<file path="config.mk">
export PLATFORM = sky130hd
export DESIGN_NAME = seg_scan_ctrl
export DESIGN_NICKNAME = d
export VERILOG_FILES = /design/src/rtl/seg_scan_ctrl.sv
export SDC_FILE = /design/constraint.sdc
export NUM_CORES = 1
export LEC_CHECK = 0
export ABC_AREA = 1
export BUFFER_PORTS_ARGS = -buffer_cell sky130_fd_sc_hd__clkbuf_2
export CAP_MARGIN = 20
export CORE_MARGIN = 4
export CORE_UTILIZATION = 50
export CTS_CLUSTER_SIZE = 14
export DETAILED_ROUTE_END_ITERATION = 16
export PLACE_DENSITY = 0.77
export SYNTH_ARGS = -nofsm -noshare
export SYNTH_HDL_FRONTEND = slang
export SYNTH_SLANG_ARGS = --single-unit
</file>
<file path="constraint.sdc">
create_clock -name clk -period 2.02 [get_ports clk]
set_input_delay 0.303 -clock clk [delete_from_list [all_inputs] [get_ports clk]]
set_output_delay 0.303 -clock clk [all_outputs]
set_load 0.02 [all_outputs]
</file>
<file path="src/rtl/seg_scan_ctrl.sv">
// Multiplexed 4-digit 7-segment scan controller with a one-deep pending buffer.
// Optional leading-zero blanking is enabled by defining SEG_SCAN_LZB_EN.
module seg_scan_ctrl #(
    parameter int CLK_DIV      = 4,
    parameter int BLANK_CYCLES = 2
) (
    input  logic        clk,
    input  logic        rst_n,
    input  logic        in_valid,
    input  logic [15:0] in_data,
    output logic        in_ready,
    output logic [6:0]  seg,
    output logic [3:0]  an,
    output logic        frame_done
);

    typedef enum logic {ON, BLANK} phase_t;

    localparam logic [15:0] ON_LAST    = 16'(CLK_DIV - 1);
    localparam logic [15:0] BLANK_LAST = 16'(BLANK_CYCLES - 1);

    phase_t      phase, phase_nxt;
    logic [15:0] cnt, cnt_nxt;
    logic [1:0]  idx, idx_nxt;
    logic [15:0] disp, pend;
    logic        pend_full;
    logic [3:0]  nib;
    logic        lead_zero;
    logic        boundary;
    logic        xfer;

    function automatic logic [6:0] decode(input logic [3:0] d);
        case (d)
            4'd0:    decode = 7'b0111111;
            4'd1:    decode = 7'b0000110;
            4'd2:    decode = 7'b1011011;
            4'd3:    decode = 7'b1001111;
            4'd4:    decode = 7'b1100110;
            4'd5:    decode = 7'b1101101;
            4'd6:    decode = 7'b1111101;
            4'd7:    decode = 7'b0000111;
            4'd8:    decode = 7'b1111111;
            4'd9:    decode = 7'b1101111;
            default: decode = 7'b1000000;
        endcase
    endfunction

    always_comb begin
        phase_nxt = phase;
        cnt_nxt   = cnt + 16'd1;
        idx_nxt   = idx;
        case (phase)
            ON: begin
                if (cnt == ON_LAST) begin
                    phase_nxt = BLANK;
                    cnt_nxt   = 16'd0;
                end
            end
            BLANK: begin
                if (cnt == BLANK_LAST) begin
                    phase_nxt = ON;
                    cnt_nxt   = 16'd0;
                    idx_nxt   = idx + 2'd1;
                end
            end
            default: begin
                phase_nxt = ON;
                cnt_nxt   = 16'd0;
            end
        endcase

        boundary = (phase == BLANK) && (idx == 2'd3) && (cnt == BLANK_LAST);
        nib      = disp[{idx, 2'b00} +: 4];

`ifdef SEG_SCAN_LZB_EN
        // A digit is a leading zero when it and every digit to its left are zero.
        case (idx)
            2'd3:    lead_zero = (disp[15:12] == 4'd0);
            2'd2:    lead_zero = (disp[15:8]  == 8'd0);
            2'd1:    lead_zero = (disp[15:4]  == 12'd0);
            default: lead_zero = 1'b0;
        endcase
`else
        lead_zero = 1'b0;
`endif

        // Outputs are forced off combinationally for the whole time reset is held.
        an  = 4'b0000;
        seg = 7'b0000000;
        if (rst_n && (phase == ON) && !lead_zero) begin
            an  = 4'b0001 << idx;
            seg = decode(nib);
        end
        in_ready   = rst_n & ~pend_full;
        xfer       = in_valid & in_ready;
        frame_done = rst_n & boundary;
    end

    always_ff @(posedge clk) begin
        if (!rst_n) begin
            phase     <= ON;
            cnt       <= 16'd0;
            idx       <= 2'd0;
            disp      <= 16'h0000;
            pend      <= 16'h0000;
            pend_full <= 1'b0;
        end else begin
            phase <= phase_nxt;
            cnt   <= cnt_nxt;
            idx   <= idx_nxt;
            // in_ready is low whenever pending is full, so a boundary load and a transfer never coincide.
            if (boundary && pend_full) begin
                disp      <= pend;
                pend_full <= 1'b0;
            end else if (xfer) begin
                pend      <= in_data;
                pend_full <= 1'b1;
            end
        end
    end

endmodule

</file>
---- Word-level counts from Yosys, hierarchy flattened ----
Memory sizes are Yosys's and may differ from the RTL's.
Cells that the tools add are included.
storage, ports and cells
  memories kept ........................... 1
  ROM bits ................................ 112
  input port bits ......................... 19
  word-level logic and storage cells ...... 36
  RAM bits ................................ 0
  output and inout bits ................... 13
  latch bits .............................. 0
  bits in registers ....................... 52
operators by class
  muxes and demuxes ....................... 8
  shift operators ......................... 2
  reduce and logical (&&, ||, !) cells .... 7
  magnitude comparators ................... 0
  $add $sub $neg .......................... 2
  bitwise logic cells ..................... 7
  $mul .................................... 0
  divide/modulo/power cells ............... 0
  equality and inequality tests ........... 3
memories
  name              words  bits a word  rd ports  clocked after Yosys merged registers in  wr ports  line  text
  (name not given)  16     7            1         0                                        0         33    case (d)
operators by type and width
  operator                 number
  $mux W16                 2
  $pmux W16 S2             1
  $add A16 B1 Y16 const B  1
  $eq A16 B1 Y1 const B    1
  $eq A16 B2 Y1 const B    1
  $shiftx A16 B5 Y4        1
  $mux W7                  1
  $logic_and A1 B1 Y1      4
  $mux W4                  1
  $not A1 Y1               4
  $reduce_and A2 Y1        2
  $shl A1 B2 Y4 const A    1
  $and A1 B1 Y1            3
  $add A2 B1 Y2 const B    1
  $eq A2 B2 Y1 const B     1
  $mux W1                  2
  $pmux W1 S2              1
  $reduce_or A2 Y1         1

---- Depth between registers and ports, before layout ----
  depth in word-level cells ............... 6
  gate-level depth with buffers ........... 10
  depth with buffers taken out ............ 10

---- Worst setup path after synthesis ----
Ideal clock, no wire load.
  path kind ............................... flip-flop to output port
  from .................................... register idx[0]
  to ...................................... output seg[3]
  arrival time ............................ 1884 ps
  data required time ...................... 1717 ps
  cell stages (with the launch flop) ...... 10
  slack ................................... -167 ps
  cell sequence ........................... dfxtp_1 -> buf_2 -> nand2_1 -> a32oi_1 -> inv_1 -> ha_1 -> inv_1 -> nor2_1 -> nor2_1 -> nor2_1
on the way
  cells in the longest elaborated chain, start to end .. 3
RTL lines
  element                 line  text
  start, declared         24    logic [1:0] idx, idx_nxt;
  start signal, assigned  110   idx <= idx_nxt;
  $shiftx A16 B5 Y4       73    nib = disp[{idx, 2'b00} +: 4];
  $mem_v2 Z16 W7          -
  $mux W7                 90    if (rst_n && (phase == ON) && !lead_zero) begin
  end, declared           12    output logic [6:0] seg,
No other way between the ends.

---- Final worst setup path ----
  from .................................... register idx[0]
  to ...................................... output seg[2]
Same word-level chain as after synthesis.

==> summary.md <==
| Metric | Value |
|---|---|
| Total Negative Setup Slacks | -753 ps |
| Capturing element type of the critical path | primary output |
| Endpoint with the worst hold slack | pend[12] |
| Post-Synthesis Cells | about 390 |
| Via density per instance | between 4 and 5 |
| Max-slew headroom at the worst pin | 0.757 |
| Max-cap violations | 0 |
| Number of detailed-routing iterations run before antenna repair | 4 |
| Combinational share of power | 0.113 |
| Pwr dens | 649 nW/µm² |
| RSZ-0062 raised after global routing | true |
| Synth unique cells | 30 |
| Total GRT Usage | 0.181 |
| H-Tree Depth | 2 |
| Post-detailed-route count of antenna-violating nets | 0 |
| Worst hold path startpoint | in_data[12] |
| Initial Util | 0.513 |
| Count of unresolved DRC violations after routing | 0 |
| Peak VDD IR | about 0.00052 V |
| Area of the multi-input gates | around 1400 µm² |
| Final setup vio count | 7 |
| Sequential cell area in the final layout | 1050 µm² |
| Via count | 2378 |
| Number of buffers created by CTS | 5 |
| Number of register bits inferred by synthesis | 52 |
| Net switching power | roughly 0.00052 W |
| First-pass GRT wire length | roughly 9400 µm |
| End of the worst register-to-register path | disp[15] |
| CTS tree | done |
| Number of antenna violations at the first check in global routing | 0 |
| Post-route total power | roughly 0.002 W |
| Routability-driven placement congestion ratio | 0.795 |
| Slew at the pin closest to its max-slew limit | approximately 360 ps |
| Worst setup SP type | flip-flop |
| Number of inserted filler cells in the final layout | around 490 |
| Net Count, Synth | between 400 and 500 |
| Skew-Pair Late Insertion Delay | between 300 and 400 ps |
| Die height | between 80 and 90 µm |
| Core outline area | about 5100 µm² |
| Area delta synth->final | 20.4% |
| Root Driver | clkbuf_8 |
| Antenna Diode Count | 0 |
| Die Area | 6470 µm² |
| Overall overflow remaining after global route | 0 |
| FF-to-FF setup slack | approximately 410 ps |
| Cell-internal power | roughly 0.0015 W |
| Number of buffers inserted by hold repair at cts | 0 |
| Clock transition at the register clock pins on the worst setup and hold paths after CTS | about 100 ps |
| Final core utilization | 0.618 |
| Outcome | complete, but fails checks |
| Number of port buffers | 31 |
| Fraction of the cycle the final worst path needs | 1.08 |
| Proportion of synthesized chip area in sequential cells | 0.397 |
| Worst clock skew | 4.60 ps |
| Non-Filler Instances | ~500 |
| Violated checks | setup timing |
| Arrival time of the worst setup path | roughly 1900 ps |
| Total length of routed wires | 5320 µm |
| Worst endpoint required time | roughly 1700 ps |
| Maximum fanout along the worst path | 8 |
| Site row count | 26 |
| Syn_area_per_cell | about 6.8 µm² |
| Number of warnings reported in the yosys synthesis log | 0 |
| First DRT Iteration DRCs | between 100 and 150 |
| Static Leakage | around 1.5 nW |
| Count of endpoints failing hold in the final timing report | 0 |
| Worst-case reg-to-reg path depth | 9 |
| Worst hold path stage count | 3 |
| Number of ports placed on the die boundary | 32 |
| Switching portion of total power | 0.254 |
| Proportion of power drawn by the clock network | 0.355 |
| Worst hold path type | in -> reg |
| Origin of the critical flop-to-flop path | idx[0] |
| Wire per inst | about 11 µm |
| HPWL after detailed placement | 3750 µm |
| Hold slack final | 180 ps |
| Type of the worst setup path | reg -> out |
| Number of global-route vias before repair | around 2200 |
| Syn Std Cell Area | 2620 µm² |
| Die W | 80.4 µm |
| Clock net sink count | 52 |
| Setup WS post-layout | -163 ps |
| Clock period minus final worst setup slack | approximately 2200 ps |
| Longest Clk Path Bufs | 2 |
| Share of power burned in registers | 0.531 |
| Final Max Tran Viols | 0 |
| Nets@finish | 459 |
| Share of post-route cells with drive strength above 1 | 0.219 |
| Cell Count Post-Placement | between 400 and 500 |
| Largest net degree at the start of global routing | 36 |
| Highest achievable clock rate | ~0.46 GHz |
==> cell usage in the layout, fill, tap and decap left out, drive strengths merged <==
cell type	instances
a21oi	9
a32oi	1
and3b	1
buf	18
bufinv	1
clkbuf	33
clkinvlp	1
dfxtp	52
ha	12
inv	45
nand2	119
nand3	29
nand4	5
nor2	82
nor3	6
nor3b	1
o211ai	1
o21ai	4
o21bai	2
xnor2	3
xor2	4
==> worst max-delay path by stage <==
stage | startpoint | to | slack (ps) | cells past startpoint
floorplan | idx[0] | seg[1] | -2 | 8
global placement | idx[0] | seg[3] | 110 | 10
detailed placement | idx[0] | seg[3] | 30 | 10
CTS | disp[0] | seg[3] | -120 | 11
global route | idx[1] | seg[3] | -250 | 10
finish | idx[0] | seg[2] | -160 | 10
==> layer usage <==
metal,vias up,GRT usage,share of wire
met4,0,0.0676,0.028
met5,-,0,0
met3,17,0.0437,0.059
met1,1035,0.220,0.45
li1,1267,-,-
met2,59,0.308,0.47
==> synthesized netlist by cell type <==
| library cell | instances | area share |
|---|---|---|
| a21oi_1 | 9 | 0.017 |
| a32oi_1 | 1 | 0.0033 |
| and3b_1 | 1 | 0.0033 |
| buf_1 | 1 | 0.0014 |
| buf_2 | 5 | 0.0095 |
| buf_4 | 2 | 0.0057 |
| buf_6 | 2 | 0.0086 |
| clkbuf_1 | 1 | 0.0014 |
| dfxtp_1 | 52 | 0.40 |
| ha_1 | 12 | 0.057 |
| inv_1 | 41 | 0.059 |
| inv_2 | 3 | 0.0043 |
| nand2_1 | 116 | 0.17 |
| nand2_2 | 3 | 0.0072 |
| nand3_1 | 28 | 0.053 |
| nand3_2 | 1 | 0.0038 |
| nand4_1 | 4 | 0.0095 |
| nand4_4 | 1 | 0.0081 |
| nor2_1 | 77 | 0.11 |
| nor2_2 | 3 | 0.0072 |
| nor2_4 | 2 | 0.0086 |
| nor3_1 | 5 | 0.0095 |
| nor3_4 | 1 | 0.0062 |
| nor3b_1 | 1 | 0.0029 |
| o211ai_1 | 1 | 0.0029 |
| o21ai_0 | 3 | 0.0057 |
| o21ai_1 | 1 | 0.0019 |
| o21bai_1 | 2 | 0.0057 |
| xnor2_1 | 3 | 0.010 |
| xor2_1 | 4 | 0.013 |
==> cells by family after synthesis <==
logic type               Yosys count  share of synthesized area
buffers and inverters             55                     0.0897
AND/OR/NAND/NOR                  243                      0.396
flip-flops                        52                      0.397
adder cells (fa/ha/maj)           12                     0.0573
AO/OA/AOI/OAI                     17                     0.0367
XOR/XNOR                           7                     0.0234
==> metrics by stage <==
step                      area (µm²)  setup slack [ps]
after global routing            3160              -248
after detailed placement        2860              25.9
final                           3160              -163
after floorplan                 2630             -2.13
after CTS                       3090              -115
after global placement          2860               107
==> sequential cells by signal, summed over array words and instances, names as in the netlist <==
register   flops
phase          1
pend_full      1
idx            2
disp          16
pend          16
cnt           16
==> power groups by stage <==
stage               clock network [W]  registers (W)  logic, W
floorplan                           0        0.00111  0.000148
CTS                          0.000749        0.00109  0.000224
global placement                    0        0.00111  0.000202
finish                       0.000727        0.00109  0.000232
global route                 0.000808        0.00109  0.000262
detailed placement                  0        0.00111  0.000205
==> area by class of cell <==
cell class                      count  share of cell area
Tap cell                           70              0.0277
Inverter                           44              0.0531
Clock inverter                      3              0.0147
Timing Repair Buffer               46              0.0924
Multi-Input combinational cell    279               0.459
Clock buffer                        5              0.0218
Sequential cell                    52               0.332
==> critical path, stage by stage, from the launching register on <==
cell and delay [ps]:
dfxtp_4 390, inv_4 90, nand2_2 60, a32oi_2 240, inv_2 110, buf_4 160, ha_4 150, nand2_4 70
a21oi_2 40, nor2_1 120, buf_4 150
==> repair_timing <==
item                       4_1_cts  5_1_grt
hold endpoints to repair         0        0
setup endpoints to repair        7        8
buffers inserted                 6        2
gates cloned                     0        0
gates resized for setup         25       17
pin swaps                       10        8
No activity file was read; power rests on OpenSTA's default activity.
